**config.mk**
```make
export PLATFORM = sky130hd
export DESIGN_NAME = mcu_bus_sync
export DESIGN_NICKNAME = d
export VERILOG_FILES = /design/src/rtl/mcu_bus_sync.sv
export SDC_FILE = /design/constraint.sdc
export NUM_CORES = 1
export LEC_CHECK = 0
export BUFFER_PORTS_ARGS = -buffer_cell sky130_fd_sc_hd__buf_2
export CORE_MARGIN = 2
export CORE_UTILIZATION = 57
export DETAILED_ROUTE_END_ITERATION = 12
export GPL_ROUTABILITY_DRIVEN = 0
export MAX_ROUTING_LAYER = met4
export PLACE_DENSITY = 0.87
export SYNTH_ARGS = -nofsm -noshare
export SYNTH_HDL_FRONTEND = slang
export SYNTH_SLANG_ARGS = --single-unit
```
**constraint.sdc**
```tcl
create_clock -name clk -period 4.12 [get_ports clk]
set_input_delay 0.618 -clock clk [delete_from_list [all_inputs] [get_ports clk]]
set_output_delay 0.618 -clock clk [all_outputs]
set_load 0.02 [all_outputs]
```
**src/rtl/mcu_bus_sync.sv**
```systemverilog
// mcu_bus_sync: MCU multiplexed 8-bit bus slave with synchronised strobes, config/check regs,
// coherent multi-byte ADC reads and a saturating protocol error counter.
module mcu_bus_sync #(
    parameter int          N_CFG       = 5,
    parameter logic [7:0]  CFG_BASE    = 8'h50,
    parameter int          N_ADC       = 8,
    parameter int          ADC_W       = 16,
    parameter logic [7:0]  ADC_BASE    = 8'h10,
    parameter logic [7:0]  CHK_ADDR    = 8'hAA,
    parameter int          SYNC_STAGES = 2
) (
    input  logic                     clk,
    input  logic                     rst_n,
    input  logic [7:0]               db_i,
    output logic [7:0]               db_o,
    output logic                     db_oe,
    input  logic                     ale_n,
    input  logic                     wr_n,
    input  logic                     rd_n,
    output logic [8*N_CFG-1:0]       cfg_regs,
    output logic [N_CFG-1:0]         cfg_wr_stb,
    input  logic [ADC_W*N_ADC-1:0]   ad_data,
    output logic [7:0]               err_cnt
);
    localparam int B       = ADC_W / 8;
    localparam int CFG_LO  = int'(CFG_BASE);
    localparam int CFG_END = CFG_LO + N_CFG;
    localparam int ADC_LO  = int'(ADC_BASE);
    localparam int ADC_END = ADC_LO + N_ADC * B;
    localparam int CHK     = int'(CHK_ADDR);

    if (ADC_W % 8 != 0 || ADC_W < 8 || ADC_W > 32 || SYNC_STAGES < 2 || SYNC_STAGES > 3)
        begin : g_bad_param
        $error("mcu_bus_sync: ADC_W or SYNC_STAGES out of range");
    end
    if (ADC_END > 256 || CFG_END > 256 || (CFG_LO < ADC_END && ADC_LO < CFG_END) ||
        (CHK >= CFG_LO && CHK < CFG_END) || (CHK >= ADC_LO && CHK < ADC_END))
        begin : g_bad_map
        $error("mcu_bus_sync: address ranges overlap or exceed 8 bits");
    end

    logic [SYNC_STAGES-1:0]      ale_q, wr_q, rd_q;
    logic [SYNC_STAGES-1:0][7:0] db_q;
    logic                        wr_p_q, rd_p_q;
    logic                        armed_q, taint_q;
    logic [7:0]                  addr_q, wdata_q, chk_q, err_q, db_o_q;
    logic                        db_oe_q;
    logic [N_CFG-1:0][7:0]       cfg_q;
    logic [N_CFG-1:0]            stb_q;
    logic [ADC_W-1:0]            shadow_q;

    logic                        ale_s, wr_s, rd_s;
    logic [7:0]                  db_s;
    logic                        wr_rise, rd_fall, rd_rise, coll, coll_onset;
    logic                        wr_ok, rd_go, ale_err, bad_wr, bad_rd, err_inc;
    logic [N_CFG-1:0]            cfg_sel;
    logic                        chk_sel, rd_hit, snap_ld;
    logic [7:0]                  rd_val, err_d;
    logic [ADC_W-1:0]            snap_val;

    assign ale_s = ale_q[SYNC_STAGES-1];
    assign wr_s  = wr_q[SYNC_STAGES-1];
    assign rd_s  = rd_q[SYNC_STAGES-1];
    assign db_s  = db_q[SYNC_STAGES-1];

    assign wr_rise    = wr_s & ~wr_p_q;
    assign rd_fall    = ~rd_s & rd_p_q;
    assign rd_rise    = rd_s & ~rd_p_q;
    assign coll       = ~wr_s & ~rd_s;
    assign coll_onset = coll & ~(~wr_p_q & ~rd_p_q);

    // armed_q keeps the bus idle after reset until the MCU issues a fresh ALE;
    // taint_q vetoes the commit of any write strobe that overlapped a read strobe.
    assign wr_ok   = wr_rise & ale_s & rd_s & armed_q & ~taint_q;
    assign rd_go   = rd_fall & ale_s & wr_s & armed_q;
    assign ale_err = ~ale_s & (wr_rise | rd_fall);
    assign bad_wr  = wr_ok & ~(|cfg_sel) & ~chk_sel;
    assign bad_rd  = rd_go & ~rd_hit;
    assign err_inc = bad_wr | bad_rd | coll_onset | ale_err;
    assign err_d   = (err_inc && err_q != 8'hFF) ? err_q + 8'd1 : err_q;

    always_comb begin
        cfg_sel  = '0;
        rd_val   = 8'hFF;
        rd_hit   = 1'b0;
        snap_ld  = 1'b0;
        snap_val = shadow_q;
        for (int k = 0; k < N_CFG; k++) begin
            cfg_sel[k] = addr_q == 8'(CFG_LO + k);
            if (cfg_sel[k]) begin
                rd_val = cfg_q[k];
                rd_hit = 1'b1;
            end
        end
        chk_sel = addr_q == CHK_ADDR;
        if (chk_sel) begin
            rd_val = chk_q;
            rd_hit = 1'b1;
        end
        for (int k = 0; k < N_ADC; k++) begin
            for (int j = 0; j < B; j++) begin
                if (addr_q == 8'(ADC_LO + k * B + j)) begin
                    rd_hit = 1'b1;
                    rd_val = (j == 0) ? ad_data[ADC_W*k +: 8] : shadow_q[8*j +: 8];
                    if (j == 0) begin
                        snap_ld  = 1'b1;
                        snap_val = ad_data[ADC_W*k +: ADC_W];
                    end
                end
            end
        end
    end

    always_ff @(posedge clk or negedge rst_n) begin
        if (!rst_n) begin
            ale_q    <= '1;
            wr_q     <= '1;
            rd_q     <= '1;
            db_q     <= '0;
            wr_p_q   <= 1'b1;
            rd_p_q   <= 1'b1;
            armed_q  <= 1'b0;
            taint_q  <= 1'b0;
            addr_q   <= '0;
            wdata_q  <= '0;
            chk_q    <= '0;
            err_q    <= '0;
            db_o_q   <= '0;
            db_oe_q  <= 1'b0;
            cfg_q    <= '0;
            stb_q    <= '0;
            shadow_q <= '0;
        end else begin
            ale_q    <= {ale_q[SYNC_STAGES-2:0], ale_n};
            wr_q     <= {wr_q[SYNC_STAGES-2:0], wr_n};
            rd_q     <= {rd_q[SYNC_STAGES-2:0], rd_n};
            db_q     <= {db_q[SYNC_STAGES-2:0], db_i};
            wr_p_q   <= wr_s;
            rd_p_q   <= rd_s;
            armed_q  <= armed_q | ~ale_s;
            taint_q  <= coll ? 1'b1 : (wr_s & rd_s) ? 1'b0 : taint_q;
            addr_q   <= ~ale_s ? db_s : addr_q;
            wdata_q  <= ~wr_s ? db_s : wdata_q;
            err_q    <= err_d;
            stb_q    <= wr_ok ? cfg_sel : '0;
            chk_q    <= (wr_ok & chk_sel) ? wdata_q : chk_q;
            for (int k = 0; k < N_CFG; k++)
                cfg_q[k] <= (wr_ok & cfg_sel[k]) ? wdata_q : cfg_q[k];
            shadow_q <= (rd_go & snap_ld) ? snap_val : shadow_q;
            db_o_q   <= rd_go ? rd_val : db_o_q;
            db_oe_q  <= (coll | ~ale_s | rd_rise) ? 1'b0 : rd_go ? 1'b1 : db_oe_q;
        end
    end

    assign db_o       = db_o_q;
    assign db_oe      = db_oe_q;
    assign cfg_regs   = cfg_q;
    assign cfg_wr_stb = stb_q;
    assign err_cnt    = err_q;
endmodule
```
# Word-level counts from Yosys, hierarchy flattened
# Cells that the tools add are included.
totals:
  reg_bits: 128
  rom_bits: 0
  mem_bits_rw: 0
  word_cells: 159
  latchBits: 0
  n_memories: 0
  input_bits: 141
op_classes:
  shift: 0
  div_mod_pow: 0
  mux: 65
  n_mul: 0
  magnitude_cmp: 0
  addsub: 1
  n_bitwise: 42
  n_reduce_logical: 6
  n_eq_ne: 23
ops:
  columns: ["operator", "count"]
  rows:
  - ["$mux 8", 22]
  - ["$eq 8x5->1 const B", 16]
  - ["$mux 16", 8]
  - ["$eq 8x7->1 const B", 5]
  - ["$mux 1", 34]
  - ["$and 1x1->1", 25]
  - ["$not 1->1", 10]
  - ["$add 8x1->8 const B", 1]
  - ["$eq 8x8->1 const B", 1]
  - ["$ne 8x8->1 const B", 1]
  - ["$reduce_bool 8->1", 1]
  - ["$or 1x1->1", 7]
  - ["$mux 5", 1]
  - ["$reduce_or 5->1", 1]
  - ["$reduce_bool 2->1", 2]
  - ["$reduce_and 2->1", 1]
  - ["$logic_and 1x1->1", 1]

# Longest topological paths before layout
# Gate-level depths: netlist of run 1.
depth:
  ltp_word: 29
  ltp_mapped: 9
  ltp_nobuf: 6

# Worst setup path after synthesis of run 1
# OpenSTA, ideal clock, no wires.
synth_timing:
  path_type: "reg-to-reg"
  startpoint: "register ale_q[1]"
  endpoint: "register err_q[1], in the netlist err_cnt[1]"
  setup_slack_ns: 1.855
  setup_ns: 0.128
  path_buffers: 1
  t_arrival_ns: 2.138
  path_stages_with_launch: 7
  synth_period_minus_slack_ns: 2.265
  cell_sequence: "dfstp_2 nand2_1 or4_1 a2111oi_1 o32a_1 buf_2 mux2_1"
synth_between:
  elab_chain_cells: 10
  word_cells_on_any_way: 16
  cone_classes: "bitwise: 15; reduce/logical: 1"
synth_rtl:
  columns: ["item", "line", "source"]
  rows:
  - ["from (decl)", "42", "logic [SYNC_STAGES-1:0] ale_q, wr_q, rd_q;"]
  - ["from (signal assigned)", "134", "ale_q <= {ale_q[SYNC_STAGES-2:0], ale_n};"]
  - ["$and 1x1->1 (4 in a row)", "74", "assign wr_ok = wr_rise & ale_s & rd_s & armed_q & ~taint_q;"]
  - ["$and 1x1->1 (2 in a row)", "77", "assign bad_wr = wr_ok & ~(|cfg_sel) & ~chk_sel;"]
  - ["$or 1x1->1 (2 in a row)", "79", "assign err_inc = bad_wr | bad_rd | coll_onset | ale_err;"]
  - ["$or 1x1->1 (*)", "79", null]
  - ["$logic_and 1x1->1 (*)", "80", "assign err_d = (err_inc && err_q != 8'hFF) ? err_q + 8'd1 : err_q;"]
  - ["to (signal assigned)", "144", "err_q <= err_d;"]
  - ["to (decl)", "46", "logic [7:0] addr_q, wdata_q, chk_q, err_q, db_o_q;"]
# Every way passes the cells marked *; elsewhere a longest branch is shown, timed or not.
# A chain may end at the register's enable or synchronous reset.

# Worst setup path in the final report of run 1
layout_timing:
  startpoint: "register addr_q[7]"
  endpoint: "register db_o_q[1], in the netlist db_o[1]"
layout_between:
  elab_chain_cells: 23
  word_cells_on_any_way: 44
  cone_classes: "eq/ne: 22; mux: 22"
layout_rtl:
  columns: ["item", "line", "source"]
  rows:
  - ["from (decl)", "46", null]
  - ["from (signal assigned)", "142", "addr_q <= ~ale_s ? db_s : addr_q;"]
  - ["$eq 8x7->1", "89", "cfg_sel[k] = addr_q == 8'(CFG_LO + k);"]
  - ["$mux 8 (5 in a row)", "90", "if (cfg_sel[k]) begin"]
  - ["$mux 8", "96", "if (chk_sel) begin"]
  - ["$mux 8 (15 in a row)", "102", "if (addr_q == 8'(ADC_LO + k * B + j)) begin"]
  - ["$mux 8 (*)", "102", null]
  - ["to (signal assigned)", "150", "db_o_q <= rd_go ? rd_val : db_o_q;"]
  - ["to (decl)", "46", null]
# Marked as above.

==> results of run 1 <==
[power by group through the flow]
stage | clock, mW | combinational, mW | sequential [mW]
2_1_floorplan | 0 | 0.330 | 1.42
3_3_place_gp | 0 | 0.602 | 1.39
3_5_place_dp | 0 | 0.611 | 1.39
4_1_cts | 1.59 | 0.618 | 1.37
5_1_grt | 1.64 | 0.665 | 1.39
6_report | 1.58 | 0.626 | 1.38
[stage by stage]
step	std cells	instance area [um^2]	setup WS, ps	total power, mW
after floorplan	710	7007	1855	1.748
after global placement	1026	8099	1184	1.989
after detailed placement	1026	8099	1065	2.004
after CTS	1058	8723	1024	3.580
after global routing	1061	8731	823.7	3.699
final	1061	8731	951.2	3.582
[state kept, by name, indices dropped and copies added, names as in the netlist]
signal,flops
addr_q,8
db_o,8
db_q,8
rd_p_q,1
taint_q,1
rd_q,2
db_oe,1
wr_q,2
armed_q,1
chk_q,8
db_s,8
err_cnt,8
cfg_wr_stb,5
cfg_regs,40
wdata_q,8
shadow_q,8
ale_q,2
wr_p_q,1
[final cells by class]
type,count,area [um^2]
fill,860,3281
clock buffer,17,425.4
clock inverter,15,198.9
timing repair buffer,219,1141
inverter,19,71.32
antenna,3,7.507
tap,147,183.9
multi-input combinational,521,3687
sequential,120,3015
[worst min-delay path by stage]
| stage | from | endpoint |
|---|---|---|
| floorplan | rst_n | addr_q[0] |
| global placement | db_q[3] | db_s[3] |
| detailed placement | db_q[5] | db_s[5] |
| CTS | wr_n | wr_q[0] |
| global route | ale_n | ale_q[0] |
| finish | rd_n | rd_q[0] |
[Yosys cell counts, types with 3 or more instances]
library cell,n,area [um^2]
dfrtp_1,112,2803
nand2_1,73,274.0
mux2_2,68,765.7
a21oi_1,43,215.2
nor2_1,42,157.7
o21ai_0,35,175.2
buf_2,20,100.1
clkbuf_1,20,75.07
o22ai_1,20,125.1
a2bb2oi_1,16,140.1
inv_1,16,60.06
o211ai_1,16,120.1
a221oi_1,12,105.1
nor3_1,12,60.06
nand3_1,11,55.05
mux2i_1,10,100.1
nand2b_1,10,62.56
nor2b_1,10,62.56
o22a_1,10,87.58
a31oi_1,8,50.05
dfstp_2,8,210.2
a211oi_1,7,52.55
buf_1,7,26.28
nand4_1,7,43.79
nor4_1,6,37.54
o21a_1,6,45.04
xnor2_1,6,52.55
a2111oi_0,5,43.79
a22oi_1,5,37.54
a32oi_1,5,43.79
nor3_2,5,50.05
and3_1,4,25.02
mux4_2,4,90.09
nor2_2,4,25.02
or4_1,4,30.03
a211o_1,3,26.28
buf_6,3,33.78
nand3b_1,3,22.52
nor2_4,3,33.78
nor3_4,3,48.80
or2_2,3,18.77
[critical path, cell delays in order (launching register included)]
cell	delay, ps
dfrtp_1	490
or4b_1	970
nor3_1	740
buf_4	290
a21oi_1	60
o22a_1	220
a22o_1	200
a31oi_1	130
[cell families (layout without fill, tap and decap cells)]
kind of cell / count (synthesis) / after routing / share of synthesized area, %
buffers and inverters: 69 / 270 / 4.375
XOR/XNOR: 7 / 7 / 0.8750
AO/OA/AOI/OAI: 216 / 216 / 21.38
flip-flops: 120 / 120 / 43.00
multiplexers: 83 / 83 / 13.80
adder cells (fa/ha/maj): 2 / 2 / 0.3571
other: 0 / 3 / 0
AND/OR/NAND/NOR: 213 / 213 / 16.21
[per-layer routing]
layer / up-vias / part of all wire [%] / global-route usage, %
met5: - / 0 / -
met4: 0 / 5.3 / 20.48
met3: 108 / 11 / 10.02
li1: 3066 / - / -
met1: 3309 / 37 / 46.42
met2: 553 / 46 / 57.37
[cells in the final DEF (no fill, tap or decap), types with 12 or more instances in the layout]
cell type / instances
dfrtp_1: 110
inv_1: 16
nor2_1: 42
mux2_2: 68
a2bb2oi_1: 16
o211ai_1: 16
o21ai_0: 35
buf_4: 18
o22ai_1: 20
buf_2: 201
a21oi_1: 43
nor3_1: 12
nand2_1: 73
clkbuf_16: 17
a221oi_1: 12
==> metrics.md, run 1 <==
| Metric | Value |
|---|---|
| Core ar. | `0.01201 mm^2` |
| Syn-to-layout area delta | `24.61%` |
| Rows | `40` |
| DRC | `0` |
| Pins Over Slew Limit | `0` |
| Final Hold Fails | `0` |
| Clock Latency Late Sink | `420 ps` |
| R2r worst-path depth | `7` |
| Die Y | `about 110 um` |
| CP max FO | `16` |
| Tightest Hold Check Type | `input port to flop` |
| Final Util | `72.69%` |
| Post-synthesis sequential area ratio | `between 40% and 50%` |
| Largest net degree at the start of global routing | `83` |
| Final period utilization | `76.91%` |
| Starting Density | `58.33%` |
| Worst-path clk slew | `60 ps` |
| CTS Buffer Depth | `2` |
| IR drop worst, VDD | `~0.00047 V` |
| GR Overflow Total | `0` |
| Die X | `114.9 um` |
| Routed length per instance | `22.68 um` |
| CP Launch Type | `flop` |
| Final ANT Viol Nets | `0` |
| Layout cells sized above 1 | `39.41%` |
| CTS root buffer | `clkbuf_16` |
| Setup Skew | `6.876 ps` |
| Reg2reg end | `db_o[1]` |
| Outcome | `finished, final reports clean` |
| Least-Margin Pin Slew | `1066 ps` |
| Clock Sinks | `120` |
| Setup repair after global routing missed its margin | `no` |
| Top FF cell, synth | `dfrtp_1` |
| Worst setup endpoint | `db_o[1]` |
| Drt via density | `6.631` |
| DRT Wirelength | `24.07 mm` |
| Initial drt markers | `around 970` |
| Min Hold Slack | `between 300 and 400 ps` |
| Clock H-tree levels | `4` |
| Nets | `1,041` |
| Netlist Area Pre-Place | `about 0.007 mm^2` |
| Vias in the first global route | `6,805` |
| Die footprint | `0.01320 mm^2` |
| CP endpoint kind | `flop` |
| Buffer count from post-CTS setup fixing | `0` |
| Reg2Reg Setup Slack | `950 ps` |
| Power Density | `410.3 mW/mm^2` |
| Syn nets | `853` |
| Post-synth EDFFs | `0` |
| Flop pwr share | `38.5%` |
| CTS tree | `built` |
| Relative slew slack | `28.64%` |
| Initial antenna violation count | `3` |
| Final-report setup violation count | `0` |
| Post-CTS Hold Buffers | `0` |
| Synth warn | `0` |
| Combinational share of power | `17.5%` |
| Port bufs | `202` |
| I/O Pins | `203` |
| Yosys cell types | `76` |
| Crit path kind | `flop to flop` |
| Instance count of the mapped netlist | `710` |
| CTS Buf Count | `17` |
| Asr flop ratio synth | `100.0%` |
| Cts repair resizes | `0` |
| Clock Power Share | `44.0%` |
| First-pass GRT wire length | `36.81 mm` |
| Hold Path Depth | `1` |
| Post-DP HPWL | `between 15 and 20 mm` |
| Total GRT Usage | `37.85%` |
| Mean Syn Cell Area | `9.869 um^2` |
| Crit path DAT | `3500 ps` |
| #FFs+latches synth | `120` |
| Leak | `4.071 nW` |
| Cell-internal power | `2.532 mW` |
| Crit path from | `addr_q[7]` |
| Fin crit period | `3169 ps` |
| Initial DRT Pass Iterations | `8` |
| Fin Setup TNS | `0 ps` |
| Sw frac | `29.31%` |
| Sw Pwr | `1.050 mW` |
| Reg2reg start | `addr_q[7]` |
| Vias | `7,036` |
| F_max | `around 320 MHz` |
| Max Cap Viol | `0` |
| Worst Path Required | `4460 ps` |
Power figures use the tool's default switching activity.
==> run 2, diff against run 1 <==
ABC_AREA = 1   (was not set)
CORE_UTILIZATION = 52   (was 57)
PLACE_DENSITY = 0.81   (was 0.87)
clock period = 3.1 ns   (was 4.12 ns; I/O delays follow)
==> metrics.md, run 2 <==
| Metric | Value |
|---|---|
| Largest family of logic cells by synthesized area | `simple AND/OR/NAND/NOR gates` |
| First-pass GRT wire length | `33.75 mm` |
| Fin Setup TNS | `0 ps` |
| Final-report setup violation count | `0` |
| Pins Over Slew Limit | `0` |
| Post-CTS Hold Buffers | `0` |
| Vias | `a little over 7k` |
| Reg2reg end | `db_o[3]` |
| Reg2Reg Setup Slack | `approximately 580 ps` |
| Initial drt markers | `612` |
| Asr flop ratio synth | `between 90% and 100%` |
| Syn-to-layout area delta | `27.25%` |
| Die footprint | `0.01393 mm^2` |
| Crit path from | `addr_q[5]` |
| Area leader, netlist | `dfrtp_1` |
| Clock Sinks | `120` |
| Worst Path Required | `3410 ps` |
| Starting Density | `53.34%` |
| Initial antenna violation count | `1` |
| Clock Latency Late Sink | `420 ps` |
| Crit path DAT | `approximately 2800 ps` |
| Routed length per instance | `approximately 16 um` |
| Post-synth EDFFs | `0` |
| CTS Buffer Depth | `2` |
| CP max FO | `13` |
| Final Util | `67.88%` |
| Clock H-tree levels | `4` |
| Die Y | `approximately 120 um` |
| Post-DP HPWL | `15.63 mm` |
| Netlist Area Pre-Place | `0.006759 mm^2` |
| Synth top area cells | `dfrtp_1 (41%), nand2_1 (15%), o21ai_0 (6.6%), nor2_1 (5.9%), inv_1 (5.4%)` |
| Xor-xnor portion of the synthesized cell area | `less than 1%` |
| Setup Skew | `10.08 ps` |
| Leak | `4.424 nW` |
| Post-Place Cells | `1,279` |
| Min setup slack post-route | `578.5 ps` |
| Synth top cells by count | `nand2_1 (278), dfrtp_1 (112), nor2_1 (106), inv_1 (98), o21ai_0 (89)` |
| IR drop worst, VDD | `between 0.0006 and 0.0007 V` |
| Top FF cell, synth | `dfrtp_1` |
| DP Area | `0.007938 mm^2` |
| Most common cell in the netlist | `nand2_1` |
| Relative slew slack | `54.88%` |
| Nets | `1,269` |
| Power Density | `536.7 mW/mm^2` |
| Min Hold Slack | `101.3 ps` |
| DRC | `0` |
| DRT Wirelength | `20.96 mm` |
| Setup repair after global routing missed its margin | `no` |
| Non-Filler Instances | `1,312` |
| Syn nets | `1,064` |
| Buffer count from post-CTS setup fixing | `0` |
| Cts repair resizes | `0` |
| Drt via density | `5.405` |
| Fin crit period | `2521 ps` |
| R2r worst-path depth | `20` |
| #FFs+latches synth | `between 100 and 150` |
| Most common cell after layout, fill and taps aside | `nand2_1` |
| Worst-path clk slew | `60 ps` |
| Final total power | `between 4 and 5 mW` |
| Fillers | `1,095` |
| Total GRT Usage | `31.65%` |
| F_max | `approximately 400 MHz` |
| Outcome | `finished, final reports clean` |
| Initial DRT Pass Iterations | `5` |
| Final Hold Fails | `0` |
| Mux cell area share after synthesis | `less than 1%` |
| Post-synthesis sequential area ratio | `44.58%` |
| Mean Syn Cell Area | `about 7.3 um^2` |
| Layout cells sized above 1 | `27.22%` |
| Final instance area | `0.008601 mm^2` |
| CTS root buffer | `clkbuf_16` |
| CTS Buf Count | `17` |
| Instance count of the mapped netlist | `921` |
| Rows | `41` |
| Crit path kind | `flop to flop` |
| Vias in the first global route | `6,798` |
| Top cell type's share of synthesized area | `41.47%` |
| Final ANT Viol Nets | `0` |
| Max Cap Viol | `0` |
| Max reg flops | `40` |
| Least-Margin Pin Slew | `approximately 670 ps` |
| I/O Pins | `slightly above 200` |
| Port bufs | `202` |
| Commonest non-fill, non-tap cells in the layout | `nand2_1 (278), buf_2 (201), dfrtp_1 (112), nor2_1 (106), inv_1 (98)` |
| Simple-Gate Fraction of Synth Area | `approximately a third` |
| GR Overflow Total | `0` |
| Pre-CTS WS | `647.5 ps` |
| Core ar. | `0.01267 mm^2` |
| Yosys cell types | `46` |
| Tightest Hold Check Type | `input port to asynchronous set/reset pin` |
| Compound-Gate Fraction of Synth Area | `between 10% and 20%` |
| CTS tree | `built` |
| Post-synthesis adder-cell area fraction | `less than 1%` |
| CP Launch Type | `flop` |
| CP endpoint kind | `flop` |
| Largest net degree at the start of global routing | `121` |
| Synth warn | `0` |
| Final period utilization | `81.34%` |
| Reg2reg start | `addr_q[5]` |
| Die X | `between 100 and 150 um` |
==> run 2: worst max-delay path, cell delays in order, from the launching register on <==
cell,delay (ps)
dfrtp_1,400
inv_2,80
nand2_4,70
inv_2,60
nand2_2,160
nor2_2,240
nand2_1,140
nor2_2,320
nor2_1,70
nand2_1,90
nand2_1,90
nand3_1,90
nand2_1,50
nand3_1,70
nand2_1,50
nand3_1,60
nand2_1,50
nand4_1,110
nand2_1,80
nand3_1,80
nand2_1,50
==> run 2: cell type report <==
class	count	area (um^2)	area share (%)
Multi-Input combinational cell	667	3206	37.27
Sequential cell	120	3013	35.03
Timing Repair Buffer	211	1094	12.71
Clock buffer	18	439.2	5.106
Inverter	109	410.4	4.772
Clock inverter	14	221.5	2.575
Tap cell	172	215.2	2.502
Antenna cell	1	2.502	0.02910
==> run 2: worst max path at each step <==
stage | endpoint | slack, ps | depth (start not counted)
6_report | db_o[3] | 580 | 20
5_1_grt | db_o[3] | 320 | 19
4_1_cts | db_o[3] | 590 | 20
3_5_place_dp | db_o[3] | 650 | 20
3_3_place_gp | db_o[3] | 660 | 20
2_1_floorplan | err_cnt[7] | 1070 | 11
==> run 2: cells by family after synthesis <==
| logic type | after synthesis |
|---|---|
| AOI/OAI and AO/OA | 148 |
| DFF | 120 |
| buffers and inverters | 134 |
| adders and majority gates | 2 |
| muxes | 2 |
| xor gates and xnor gates | 7 |
| and+or+nand+nor | 508 |
==> run 2: layer usage <==
metal	GRT usage, %	up-vias	share of wire, %
li1	-	3370	-
met1	39.05	3251	40
met2	51.34	397	48
met3	6.105	74	8.7
met4	12.88	0	3.5
met5	-	-	0
==> run 2: power by group <==
part | internal (mW) | switching (mW) | leakage (nW)
combinational | 0.237 | 0.394 | 2.60
sequential | 1.69 | 0.120 | 1.51
clock | 1.45 | 0.726 | 0.313
total | 3.38 | 1.24 | 4.42
